$ cat src/rtl/kyber_pkg.sv
// Shared ML-KEM parameters, the polynomial bank slot map, and the 12-bit to byte packing helper.
// Used by every stage that moves coefficients between the bank and byte streams.
package kyber_pkg;

    localparam int KYBER_N     = 256;
    localparam int KYBER_Q     = 3329;
    localparam int KYBER_K     = 3;
    localparam int SLOT_W      = 5;
    localparam int COEF_W      = 12;
    localparam int SLOT_T_HAT0 = 0;
    localparam int STRIDE      = 3;

    typedef enum logic [2:0] {
        ST_IDLE,
        ST_RD0,
        ST_RD1,
        ST_CAP1,
        ST_OUT0,
        ST_OUT1,
        ST_OUT2,
        ST_FIN
    } enc_state_t;

    // Byte idx of the little-endian 24-bit word {c1, c0}.
    function automatic logic [7:0] pack12to8(input logic [COEF_W-1:0] c0,
                                             input logic [COEF_W-1:0] c1,
                                             input logic [1:0]        idx);
        logic [7:0] b;
        case (idx)
            2'd0:    b = c0[7:0];
            2'd1:    b = {c1[3:0], c0[11:8]};
            default: b = c1[11:4];
        endcase
        return b;
    endfunction

endpackage

$ cat src/rtl/ek_encode12.sv
// Reads the t_hat polynomials from the bank and streams them as ByteEncode12 bytes.
// Six cycles per coefficient pair with ready held high; each output byte holds until its handshake.
module ek_encode12
    import kyber_pkg::*;
#(
    parameter int NUM_POLYS   = KYBER_K,
    parameter int SLOT_BASE   = SLOT_T_HAT0,
    parameter int SLOT_STRIDE = STRIDE,
    parameter int Q           = KYBER_Q
) (
    input  logic              i_clk,
    input  logic              i_rst,
    input  logic              i_start,
    output logic              o_busy,
    output logic              o_done,
    output logic              o_err_range,
    output logic [SLOT_W-1:0] o_mem_slot,
    output logic [7:0]        o_mem_addr,
    input  logic [COEF_W-1:0] i_mem_dout,
    output logic              o_byte_valid,
    output logic [7:0]        o_byte_data,
    input  logic              i_byte_ready
);

    localparam int P_W   = (NUM_POLYS > 1) ? $clog2(NUM_POLYS) : 1;
    localparam int PAIRS = KYBER_N / 2;

    enc_state_t        r_state;
    enc_state_t        w_state_nxt;
    logic [6:0]        r_k;
    logic [P_W-1:0]    r_p;
    logic [SLOT_W-1:0] r_slot;
    logic [7:0]        r_addr;
    logic [COEF_W-1:0] r_c0;
    logic [COEF_W-1:0] r_c1;
    logic              r_err;
    logic              r_byte_valid;
    logic [7:0]        r_byte_data;
    logic              w_hs;
    logic              w_last_pair;
    logic              w_oob;
    logic [6:0]        w_k_inc;

    assign w_hs        = r_byte_valid && i_byte_ready;
    assign w_last_pair = (r_k == 7'(PAIRS - 1)) && (r_p == P_W'(NUM_POLYS - 1));
    assign w_oob       = (32'(i_mem_dout) >= Q);
    assign w_k_inc     = r_k + 7'd1;

    always_ff @(posedge i_clk) begin
        if (i_rst) begin
            r_state <= ST_IDLE;
        end else begin
            r_state <= w_state_nxt;
        end
    end

    always_comb begin
        w_state_nxt = r_state;
        case (r_state)
            ST_IDLE: if (i_start) w_state_nxt = ST_RD0;
            ST_RD0:  w_state_nxt = ST_RD1;
            ST_RD1:  w_state_nxt = ST_CAP1;
            ST_CAP1: w_state_nxt = ST_OUT0;
            ST_OUT0: if (w_hs) w_state_nxt = ST_OUT1;
            ST_OUT1: if (w_hs) w_state_nxt = ST_OUT2;
            ST_OUT2: if (w_hs) w_state_nxt = w_last_pair ? ST_FIN : ST_RD0;
            ST_FIN:  w_state_nxt = ST_IDLE;
            default: w_state_nxt = ST_IDLE;
        endcase
    end

    always_comb begin
        o_busy = (r_state != ST_IDLE) && (r_state != ST_FIN);
        o_done = (r_state == ST_FIN);
    end

    // Address registers are loaded one edge early so they are on the bus during RD0/RD1.
    always_ff @(posedge i_clk) begin
        if (i_rst) begin
            r_k          <= '0;
            r_p          <= '0;
            r_slot       <= SLOT_W'(SLOT_BASE);
            r_addr       <= '0;
            r_c0         <= '0;
            r_c1         <= '0;
            r_err        <= 1'b0;
            r_byte_valid <= 1'b0;
            r_byte_data  <= '0;
        end else begin
            r_byte_valid <= (w_state_nxt == ST_OUT0) || (w_state_nxt == ST_OUT1) ||
                            (w_state_nxt == ST_OUT2);
            case (r_state)
                ST_IDLE: begin
                    if (i_start) begin
                        r_k    <= '0;
                        r_p    <= '0;
                        r_slot <= SLOT_W'(SLOT_BASE);
                        r_addr <= '0;
                        r_err  <= 1'b0;
                    end
                end
                ST_RD0: r_addr <= {r_k, 1'b1};
                ST_RD1: begin
                    r_c0 <= i_mem_dout;
                    if (w_oob) r_err <= 1'b1;
                end
                ST_CAP1: begin
                    r_c1        <= i_mem_dout;
                    if (w_oob) r_err <= 1'b1;
                    r_byte_data <= pack12to8(r_c0, i_mem_dout, 2'd0);
                end
                ST_OUT0: if (w_hs) r_byte_data <= pack12to8(r_c0, r_c1, 2'd1);
                ST_OUT1: if (w_hs) r_byte_data <= pack12to8(r_c0, r_c1, 2'd2);
                ST_OUT2: begin
                    if (w_hs && !w_last_pair) begin
                        r_k    <= w_k_inc;
                        r_addr <= {w_k_inc, 1'b0};
                        if (r_k == 7'(PAIRS - 1)) begin
                            r_p    <= r_p + 1'b1;
                            r_slot <= r_slot + SLOT_W'(SLOT_STRIDE);
                        end
                    end
                end
                default: ;
            endcase
        end
    end

    assign o_err_range  = r_err;
    assign o_mem_slot   = r_slot;
    assign o_mem_addr   = r_addr;
    assign o_byte_valid = r_byte_valid;
    assign o_byte_data  = r_byte_data;

endmodule

$ cat config.mk
export PLATFORM = sky130hd
export DESIGN_NAME = ek_encode12
export DESIGN_NICKNAME = d
export VERILOG_FILES = /design/src/rtl/kyber_pkg.sv /design/src/rtl/ek_encode12.sv
export SDC_FILE = /design/constraint.sdc
export NUM_CORES = 1
export LEC_CHECK = 0
export CORE_MARGIN = 2
export CORE_UTILIZATION = 50
export DETAILED_ROUTE_END_ITERATION = 10
export GPL_ROUTABILITY_DRIVEN = 0
export PLACE_DENSITY = 0.75
export SLEW_MARGIN = 20
export SYNTH_ARGS = -nofsm -noshare
export SYNTH_HDL_FRONTEND = slang
export SYNTH_SLANG_ARGS = --single-unit
$ cat constraint.sdc
create_clock -name i_clk -period 2.7 [get_ports i_clk]
set_clock_uncertainty 0.05 [all_clocks]
set_input_delay 0.675 -clock i_clk [delete_from_list [all_inputs] [get_ports i_clk]]
set_output_delay 0.675 -clock i_clk [all_outputs]
set_load 0.02 [all_outputs]
==> impl_metrics.csv, run 1 <==
group,metric,value,unit
outcome,status,"complete, no violations",
die,fp.dieW,77.5,um
placed_design,portBuffers,40,
synthesis,synth_compound_area_share,19.1,%
synthesis,synth_top_family_by_area,"simple AND/OR/NAND/NOR gates",
cts,cts_tree,"yes",
synthesis,ys_seq_area_share,43.8,%
global_route,grt_pass1_wl,10.4,mm
min_path,hold_path.startpoint,"o_byte_data[3]",
die,rows,26,
min_path,worstHoldPathCells,2,
synthesis,synth_enable_flop_cells,0,
drt,num_vias,2475,
synthesis,syn-cell-area,2700,sq um
layout,antenna_cells,0,
die,ios,41,
layout,finish.utilization,66.1,%
die,start_util,52.2,%
sta,fin_hold_ws,0.402,ns
min_path,worstHoldEndpoint,"o_byte_data[3]",
setup_path,worstPathRequired,1.98,ns
synthesis,syn_avg_cell_area,8.46,sq um
setup_path,critPathMaxFanout,16,
global_route,grt_max_degree,59,
setup_path,end_kind,"output port",
cts,clk_latency,0.34,ns
setup_path,critical-path-slowest-cell,"clkdlybuf4s50_1",
synthesis,synth_mux_area_share,7.79,%
power,p_per_area,679,nW/um^2
setup_path,r2r.worst_path.cells,5,
setup_path,path_class,"reg2out",
cts,cts_resized,0,
global_route,antenna_found_initial,0,
power,p_leak,1.17,nW
setup_path,cp_data_arrival_time,1.82,ns
synthesis,ys_types,44,
synthesis,ys_ff_latch,59,
setup_path,r2r-start,"r_k[0]",
power,ir_worst_vdd,0.470,mV
sta,fin_setup_tns,0,ns
cts,cts_buffers,9,
sta,fin_crit_sh,94.2,%
sta,final-setup-viol-count,0,
cts,clkSinkCount,59,
layout,fin_cells,435,
synthesis,synthCells,319,
layout,num-nets-final,379,
synthesis,yosys.area_share.adder,1.39,%
sta,rsz0062_at_grt,"false",
drt,drt_iter0_markers,191,
synthesis,synth_most_common_cell,"dfxtp_1",
placed_design,dp_cells,419,
cts,cts_hold_buf,0,
drt,post_drt_wl_per_cell,14.7,um
cts,h-tree-depth,3,
sta,fmax,393,MHz
global_route,overflow,0,
synthesis,yosys.area.top_type_share,43.8,%
setup_path,startpoint_type,"register",
drt,ant_nets,0,
synthesis,synthTopCellsByArea,"dfxtp_1 (44%), a21oi_1 (7.8%), mux2i_1 (7.8%), nand2_1 (6.5%), nor2_1 (3.2%)",
drt,drc,0,
cts,root_buffer,"clkbuf_8",
drt,finalWirelength,6.41,mm
setup_path,worstReg2RegEnd,"o_mem_addr[3]",
cts,clockBufferDepth,2,
sta,maxSlewViolCount,0,
synthesis,synth_simple_gate_area_share,22.5,%
synthesis,async_reset_ff_share,0,%
setup_path,rrSetupSlack,0.55,ns
sta,fin_crit,2.54,ns
cts,cts_setup_buffers,0,
setup_path,critPathMaxStageDelay,0.61,ns
sta,hold_viol_final,0,
die,dieArea,6000,sq um
min_path,hp-class,"reg2reg",
global_route,grtUsageTotal,21.7,%
layout,drive_gt1_share,9.86,%
sta,worst_slew_pin_slew,1.02,ns
cts,cts.clk_slew.worst_paths,0.07,ns
setup_path,cp_cell_sequence,"and3_1, clkdlybuf4s50_1",
synthesis,synth-xor-area-share,0.325,%
die,core,5170,sq um
drt,first_pass_iters,4,
synthesis,synth_largest_area_cell,"dfxtp_1",
layout,area_delta_synth_final,26.6,%
synthesis,synth_nets,338,
die,die_y,77.5,um
synthesis,synthFlopType,"dfxtp_1",
synthesis,synth_common_cells,"dfxtp_1 (59), nand2_1 (47), a21oi_1 (42)",
flow_run,drv_cap,0,
synthesis,synth_warnings,0,
placed_design,dpl.hpwl,4.19,mm
drt,vias_per_cell,5.69,
sta,slew_headroom,32.0,%
global_route,grt_pass1_vias,2180,
==> where the power goes <==
group | leakage [nW] | internal [mW] | switching [mW]
Clock | 0.133 | 0.687 | 0.346
Sequential | 0.477 | 0.906 | 0.0289
Combinational | 0.557 | 0.147 | 0.203
==> cell type report <==
cell class	count	area [sq um]
Clock buffer	12	165
Clock inverter	4	95.1
Fill cell	415	1760
Inverter	5	18.8
Multi-Input combinational cell	233	1380
Sequential cell	59	1180
Tap cell	70	87.6
Timing Repair Buffer	52	485
==> placed cells by master (no fill, tap or decap), types with 2 or more instances in the layout <==
| cell type | n |
|---|---|
| a21oi_1 | 42 |
| nor2_1 | 23 |
| nand2b_1 | 4 |
| o211ai_1 | 10 |
| o21ai_0 | 10 |
| ha_1 | 3 |
| mux2i_1 | 21 |
| or3_1 | 6 |
| clkbuf_8 | 12 |
| clkdlybuf4s50_1 | 39 |
| a211oi_1 | 2 |
| a31oi_1 | 6 |
| and3b_1 | 2 |
| nand3b_1 | 4 |
| nand3_1 | 13 |
| nor3_1 | 9 |
| buf_4 | 12 |
| and4b_1 | 2 |
| nor4_1 | 3 |
| and3_1 | 3 |
| bufinv_16 | 3 |
| dfxtp_1 | 59 |
| o21a_1 | 3 |
| o21ai_1 | 2 |
| nand2_1 | 47 |
| inv_1 | 5 |
| a32oi_1 | 2 |
==> sequential cells by signal, summed over array words and instances, names as in the netlist, 2 cells and up <==
signal and count:
r_c0 12, r_c1 12, o_byte_data 8, o_mem_addr 8, r_k 7, o_mem_slot 5, r_state 3, r_p 2
==> cell families (layout without fill, tap and decap cells) <==
group	after synthesis	count (layout)
XOR/XNOR	1	1
adder cells (fa/ha/maj)	3	3
buffers and inverters	27	73
flip-flops	59	59
AO/OA/AOI/OAI	85	85
AND/OR/NAND/NOR	123	123
multiplexers	21	21
==> layer usage <==
layer / track usage, % / part of all wire (%)
met3: 5.00 / 7.0
met4: 8.04 / 1.4
met2: 31.4 / 43
met5: 0 / 0
met1: 31.3 / 49
==> how the worst max path moves through the flow <==
stage	slack, ns	from	to	cells after the start
2_1_floorplan	0.75	r_state[0]	o_busy	4
3_3_place_gp	0.42	i_byte_ready	o_mem_slot[3]	6
3_5_place_dp	0.36	i_byte_ready	o_mem_slot[3]	6
4_1_cts	0.13	r_state[1]	o_busy	3
5_1_grt	0.06	r_state[1]	o_busy	3
6_report	0.16	r_state[1]	o_done	2
==> worst max-delay path, delay by kind of cell (launching register included) <==
kind	cells	cell delay, ns
flops	1	0.59
buf+inv	1	0.61
simple gates	1	0.27
==> metrics by stage <==
step                      setup slack, ns  total power [mW]  area (sq um)
after floorplan                     0.746              1.17          2700
after global placement              0.422              1.29          3160
after detailed placement            0.361              1.30          3160
after CTS                           0.126              2.33          3420
after global routing               0.0592              2.40          3420
final                               0.157              2.32          3420
Power figures use the tool's default switching activity.
==> run 2, diff against run 1 <==
CELL_PAD_IN_SITES_DETAIL_PLACEMENT = 0   (was default)
CELL_PAD_IN_SITES_GLOBAL_PLACEMENT = 1   (was default)
CORE_UTILIZATION = 43   (was 50)
PLACE_DENSITY = default   (was 0.75)
PLACE_DENSITY_LB_ADDON = 0.1   (was default)
==> impl_metrics.csv, run 2 (synthesis results as in run 1) <==
group,metric,value,unit
die,dieArea,6930,sq um
setup_path,critPathMaxFanout,8,
setup_path,critical-path-slowest-cell,"clkdlybuf4s50_1",
placed_design,portBuffers,40,
cts,cts_tree,"yes",
layout,fillers,567,
sta,hold_viol_final,0,
placed_design,dp_worst_setup_slack,0.370,ns
die,start_util,45.1,%
die,core,5990,sq um
drt,post_drt_wl_per_cell,15.0,um
die,die_y,83.2,um
drt,ant_nets,0,
global_route,grt_pass1_wl,11.2,mm
setup_path,end_kind,"output port",
drt,drc,0,
flow_run,drv_cap,0,
cts,clockBufferDepth,2,
sta,rsz0062_at_grt,"false",
cts,clk_latency,0.34,ns
placed_design,place_area,3200,sq um
sta,setup_ws,0.299,ns
layout,drive_gt1_share,10.6,%
global_route,grtUsageTotal,19.9,%
die,ios,41,
cts,cts.clk_slew.worst_paths,0.07,ns
drt,num_vias,2419,
drt,vias_per_cell,5.46,
sta,slew_headroom,51.1,%
global_route,grt_pass1_vias,2166,
sta,fin_crit_sh,88.9,%
sta,worst_slew_pin_slew,0.732,ns
layout,antenna_cells,0,
layout,layout_commonest_cell,"dfxtp_1",
setup_path,startpoint_type,"register",
power,p_leak,1.17,nW
setup_path,worstPathRequired,1.98,ns
global_route,overflow,0,
cts,cts_setup_buffers,0,
layout,area_delta_synth_final,26.9,%
setup_path,path_delay_family,"buffers and inverters",
drt,drt_iter0_markers,179,
global_route,antenna_found_initial,0,
placed_design,dpl.hpwl,4.50,mm
sta,final-setup-viol-count,0,
setup_path,critPathMaxStageDelay,0.61,ns
drt,finalWirelength,6.63,mm
power,finalPower,2.21,mW
cts,h-tree-depth,3,
setup_path,cp_data_arrival_time,1.68,ns
min_path,hp-class,"reg2reg",
cts,clkSinkCount,59,
cts,cts_hold_buf,0,
setup_path,crit_buf_inv,1,
outcome,status,"complete, no violations",
global_route,grt_max_degree,38,
die,rows,28,
sta,fin_setup_tns,0,ns
setup_path,path_class,"reg2out",
cts,cts_buffers,9,
cts,root_buffer,"clkbuf_8",
sta,fmax,416,MHz
layout,postLayoutCellArea,3420,sq um
layout,num-nets-final,382,
sta,fin_crit,2.40,ns
sta,maxSlewViolCount,0,
power,p_per_area,646,nW/um^2
setup_path,cp_cell_sequence,"and3_1, nor2_1, clkdlybuf4s50_1",
drt,first_pass_iters,4,
layout,final_cell_mix,"dfxtp_1 (59), nand2_1 (47), a21oi_1 (42)",
power,ir_worst_vdd,0.397,mV
cts,cts_resized,0,
layout,reg.largest.list,"r_c0 x12, r_c1 x12",
die,fp.dieW,83.2,um
## run 2: changes by cell type in the layout (fill, tap and decap cells not counted)
| cell | previous run | this run |
|---|---|---|
| buf_12 | 0 | 1 |
| buf_4 | 12 | 14 |
| bufinv_16 | 3 | 2 |
| clkbuf_8 | 12 | 11 |
| clkinv_2 | 1 | 3 |
## run 2: worst reg2reg max path, cell delays in order, from the launching register on
cell and delay (ns):
dfxtp_1 0.48, buf_4 0.21, and3b_1 0.39, o211ai_2 0.41
and3_1 0.31, o21ba_2 0.20
## run 2: per-stage QoR
step                      cells  hold slack (ns)  utilization (%)
final                       443            0.402             57.2
after global routing        443            0.423             57.2
after CTS                   443            0.406             57.2
after detailed placement    427            0.395             53.4
after global placement      427            0.388             53.4
after floorplan             319            0.386                -
## run 2: final cells by class
cell class	instances	area [sq um]	share of cell area [%]
Clock inverter	5	75.1	2.19
Inverter	5	18.8	0.548
Clock buffer	11	151	4.42
Timing Repair Buffer	55	520	15.2
Multi-Input combinational cell	233	1380	40.4
Tap cell	75	93.8	2.74
Sequential cell	59	1180	34.5
## run 2: worst paths after layout
kind                   from             end  slack [ns]  cells past startpoint
max              r_state[0]          o_busy        0.30                      3
min reg2reg  o_byte_data[0]  o_byte_data[0]        0.40                      2
max reg2reg      r_state[1]   o_mem_addr[3]        0.55                      5
min          o_byte_data[0]  o_byte_data[0]        0.40                      2
## run 2: routing by layer
layer  routed length [um]  global-route usage (%)  vias to the layer above
met2                 2680                    24.9                       60
met5                    0                       0                        -
met1                 3570                    31.8                     1121
met3                  348                    3.78                        4
li1                     -                       -                     1234
met4                   30                    8.79                        0
## run 2: power by group
group	switching (mW)	leakage, nW	internal [mW]
combinational	0.203	0.577	0.154
clock	0.354	0.119	0.565
sequential	0.0290	0.477	0.906
